==> src/rtl/operand_join_pkg.sv <==
// Shared sizing helpers for the operand join block and its side FIFOs.
package operand_join_pkg;

  // Pointer/level width for a FIFO of the given depth: index bits plus a wrap bit.
  function automatic int level_w(input int depth);
    return $clog2(depth) + 1;
  endfunction

  // Depth the join is normally built with; sizes the shared pointer type.
  localparam int JOIN_DEPTH = 2;

  // Read/write pointer (and occupancy) type for a JOIN_DEPTH-entry FIFO.
  typedef logic [level_w(JOIN_DEPTH)-1:0] ptr_t;

endpackage

==> src/rtl/op_fifo.sv <==
// Single-clock circular FIFO for one operand side. Pointers carry a wrap bit
// so full and empty are distinguishable without a separate counter.
module op_fifo
  import operand_join_pkg::*;
#(
  parameter int N     = 4,
  parameter int DEPTH = 2
) (
  input  logic                      clk,
  input  logic                      rst,
  input  logic                      push,
  input  logic [N-1:0]              din,
  input  logic                      pop,
  output logic [N-1:0]              head,
  output logic                      full,
  output logic                      empty,
  output logic [level_w(DEPTH)-1:0] level
);

  localparam int PW = level_w(DEPTH);
  localparam int IW = PW - 1;

  logic [PW-1:0]           wptr, rptr;
  logic [DEPTH-1:0][N-1:0] mem;
  logic                    do_push, do_pop;

  // A full FIFO refuses a push even when it pops in the same cycle, which
  // keeps ready a pure function of registered state.
  assign do_push = push && !full;
  assign do_pop  = pop && !empty;

  assign empty = (wptr == rptr);
  assign full  = (wptr[IW-1:0] == rptr[IW-1:0]) && (wptr[IW] != rptr[IW]);
  assign level = wptr - rptr;
  assign head  = mem[rptr[IW-1:0]];

  // Pointer and storage update; reset clears storage so the head reads zero.
  always_ff @(posedge clk or posedge rst) begin
    if (rst) begin
      wptr <= '0;
      rptr <= '0;
      mem  <= '0;
    end else begin
      if (do_push) begin
        mem[wptr[IW-1:0]] <= din;
        wptr              <= wptr + PW'(1);
      end
      if (do_pop) rptr <= rptr + PW'(1);
    end
  end

endmodule

==> src/rtl/operand_join.sv <==
// Joins two independently handshaked operand streams into matched pairs for
// the downstream AND stage. Each side is buffered in its own FIFO; a pair is
// offered only when both heads are populated, and both heads leave together.
module operand_join
  import operand_join_pkg::*;
#(
  parameter int N     = 4,
  parameter int DEPTH = JOIN_DEPTH
) (
  input  logic                      clk,
  input  logic                      rst,
  input  logic [N-1:0]              a_in,
  input  logic                      a_valid,
  output logic                      a_ready,
  input  logic [N-1:0]              b_in,
  input  logic                      b_valid,
  output logic                      b_ready,
  output logic [N-1:0]              a,
  output logic [N-1:0]              b,
  output logic                      out_valid,
  input  logic                      out_ready,
  output logic [level_w(DEPTH)-1:0] a_level,
  output logic [level_w(DEPTH)-1:0] b_level
);

  logic a_full, a_empty, b_full, b_empty;
  logic pop;

  // Readies come straight from FIFO state; no path from out_ready.
  assign a_ready   = !a_full;
  assign b_ready   = !b_full;
  assign out_valid = !a_empty && !b_empty;
  // Shared pop keeps the k-th a operand aligned with the k-th b operand.
  assign pop       = out_valid && out_ready;

  op_fifo #(.N(N), .DEPTH(DEPTH)) u_fifo_a (
    .clk   (clk),
    .rst   (rst),
    .push  (a_valid && a_ready),
    .din   (a_in),
    .pop   (pop),
    .head  (a),
    .full  (a_full),
    .empty (a_empty),
    .level (a_level)
  );

  op_fifo #(.N(N), .DEPTH(DEPTH)) u_fifo_b (
    .clk   (clk),
    .rst   (rst),
    .push  (b_valid && b_ready),
    .din   (b_in),
    .pop   (pop),
    .head  (b),
    .full  (b_full),
    .empty (b_empty),
    .level (b_level)
  );

endmodule
==> config.mk <==
export PLATFORM = sky130hd
export DESIGN_NAME = operand_join
export DESIGN_NICKNAME = d
export VERILOG_FILES = /design/src/rtl/operand_join_pkg.sv /design/src/rtl/op_fifo.sv /design/src/rtl/operand_join.sv
export SDC_FILE = /design/constraint.sdc
export NUM_CORES = 1
export LEC_CHECK = 0
export CAP_MARGIN = 20
export CORE_MARGIN = 2
export CORE_UTILIZATION = 25
export CTS_CLUSTER_SIZE = 10
export DETAILED_ROUTE_END_ITERATION = 12
export GPL_ROUTABILITY_DRIVEN = 0
export PLACE_DENSITY_LB_ADDON = 0.1
export RECOVER_POWER = 50
export SLEW_MARGIN = 10
export SYNTH_ARGS = -nofsm -noshare
export SYNTH_HDL_FRONTEND = slang
export SYNTH_SLANG_ARGS = --single-unit
==> constraint.sdc <==
create_clock -name clk -period 1.6 [get_ports clk]
set_input_delay 0.32 -clock clk [delete_from_list [all_inputs] [get_ports clk]]
set_output_delay 0.32 -clock clk [all_outputs]
set_load 0.03 [all_outputs]
==> results.tsv <==
metric	value	unit
Commonest cells post-synth	mux2_2, dfrtp_1, nand2_1	
Synth Net Count	106	
cts bufs inserted	3	
largest area contributor in the netlist	dfrtp_1	
area grow syn2layout	62.9	%
total grt overflow	0	
setup ws final	-0.0799	ns
dpl cells	183	
routed vias	900	
Mapped Avg Cell Area	12.8	sq um
CP cell instances	buf_4 -> mux2_2 -> buf_4	
Final Cycle Share	105	%
RSZ-0062 raised after global routing	true	
worst path arrival time	1.36	ns
Initial Util	26.4	%
number of global-route vias before repair	962	
Die X-Extent	72.3	microns
Port Buffers	27	
Tmin final	1.68	ns
# clock sinks	24	
fmax	595	MHz
clk_lat worst skew	0.26	ns
Post-synth ARST share	100	%
relative max-transition margin	59.9	%
num ports	28	
n_diodes	0	
Hold Violations, Final	0	
CTS H-tree depth	1	
NumNets Final	167	
required time of the critical path	1.28	ns
crit path max fanout	5	
WHS	0.507	ns
max_cap viols	0	
Root Buffer	clkbuf_8	
Primary FF master, synth	dfrtp_1	
Vias per Instance	4.46	
Residual DRC	0	
Reg clk slew, reported paths	0.08	ns
status	complete, but fails checks	
core region area	0.00441	sq mm
row cnt	24	
Slew @ Worst Pin	0.601	ns
fin util	43.0	%
crit start category	flop	
GRT Total Usage	11.7	%
most common cell in the netlist	mux2_2	
post-synthesis cell count	91	
crit path kind	flop to primary output	
Post-Layout Cell Count	202	
Synth area leaders	dfrtp_1, mux2_2, xnor2_1	
fin. max-slew vios	0	
Setup-failing EPs final	10	
largest net degree at the start of global routing	25	
post-synthesis register bit count	24	
sequential area share after synthesis	51.5	%
WL final	2.70	mm
1st-iter DRT viols	60	
Ys Warns	0	
Hold WC Path Type	flop to flop	
failing checks	setup timing	
antenna violations before repair	0	
first-pass GRT wire length	4.64	mm
average wire per cell in the routed design	13.4	microns
CTS tree	yes	
share of post-route cells with drive strength above 1	62.0	%
Hold-fix buffers, CTS	0	
Final ANT Viol Nets	0	
clock tree buffer depth	2	
Setup crit end kind	primary output	
Netlist cell types	15	
First-pass DRT Iterations	4	
Most common cell on crit path	buf_4	
clock skew	0.00158	ns
Worst path slowest cell	dfrtp_2	
mapped cell area	0.00117	sq mm
Die ar.	0.00523	sq mm
area share of the largest cell type after synthesis	51.5	%
max incr delay on CP	0.45	ns
HPWL after detailed placement	1.90	mm
Post-synth EDFFs	0	
Chip Height	72.3	microns
-- cells in the final DEF, fill, tap and decap left out, drive strengths merged --
cell / instances
a221oi: 1
nand2: 7
a22oi: 1
buf: 45
clkdlybuf4s50: 11
xnor2: 6
mux2: 25
o221a: 1
clkbuf: 4
inv: 6
o21ai: 3
o211a: 2
mux2i: 2
a21oi: 3
dlygate4sd3: 1
xor2: 6
ha: 2
dfrtp: 24
-- stage by stage --
step | setup TNS, ns | setup WS, ns | cell area [sq um]
floorplan | -0.283 | -0.0450 | 1170
finish | -0.436 | -0.0799 | 1900
detailed placement | -2.99 | -0.207 | 1590
CTS | -0.387 | -0.111 | 1820
global route | -0.988 | -0.120 | 1900
global placement | -2.70 | -0.182 | 1590
-- timing repair --
item / in CTS / in global routing
pin swaps: 3 / 2
endpoints found under the setup margin: 35 / 28
gates cloned: 0 / 0
setup buffers: 14 / 4
resized for setup: 73 / 11
-- registers in the layout (all words and copies together) (netlist names) --
| name | cells |
|---|---|
| u_fifo_b.rptr | 2 |
| u_fifo_b.mem | 8 |
| u_fifo_a.mem | 8 |
| u_fifo_a.wptr | 2 |
| u_fifo_a.rptr | 2 |
| u_fifo_b.wptr | 2 |
-- layer usage --
metal	global-route usage, %	wire [microns]	vias up
met5	0	0	-
met4	4.40	44	0
met3	2.22	111	5
met2	19.5	1310	22
met1	15.0	1230	439
li1	-	-	434
-- worst paths after layout --
check                                 startpoint               end  slack, ns  cells past startpoint
worst max register to register  u_fifo_b.wptr[0]   u_fifo_b.mem[4]       0.04                      6
worst min register to register   u_fifo_b.mem[6]   u_fifo_b.mem[6]       0.51                      1
max in group asynchronous                    rst  u_fifo_b.rptr[0]       0.53                      3
worst min-delay path             u_fifo_b.mem[6]   u_fifo_b.mem[6]       0.51                      1
min in group asynchronous                    rst   u_fifo_b.mem[3]       0.63                      3
worst max-delay path            u_fifo_a.rptr[0]              a[3]      -0.08                      3
-- cell families (layout without fill, tap and decap cells) --
kind of cell             Yosys count  count (layout)  synth area share [%]
flip-flops                        24              24                  51.5
AO/OA/AOI/OAI                     11              11                  6.65
multiplexers                      27              27                  25.9
adder cells (fa/ha/maj)            2               2                  2.15
XOR/XNOR                          12              12                  9.01
AND/OR/NAND/NOR                    7               7                  2.25
buffers and inverters              8              67                  2.58
-- worst max-delay path, delay by kind of cell, from the launching register on --
family / cells / cell delay (ns)
buffers and inverters: 2 / 0.33
DFF: 1 / 0.45
muxes: 1 / 0.33
-- area by class of cell --
class / instances / area (sq um)
fill: 426 / 2510
multi-input combinational: 59 / 638
sequential: 24 / 604
timing repair buffer: 58 / 526
tap: 52 / 65.1
clock buffer: 3 / 41.3
inverter: 6 / 25.0
Power is not shown: default switching activity piles up to over one toggle a cycle in this logic, so the estimate is an artifact.
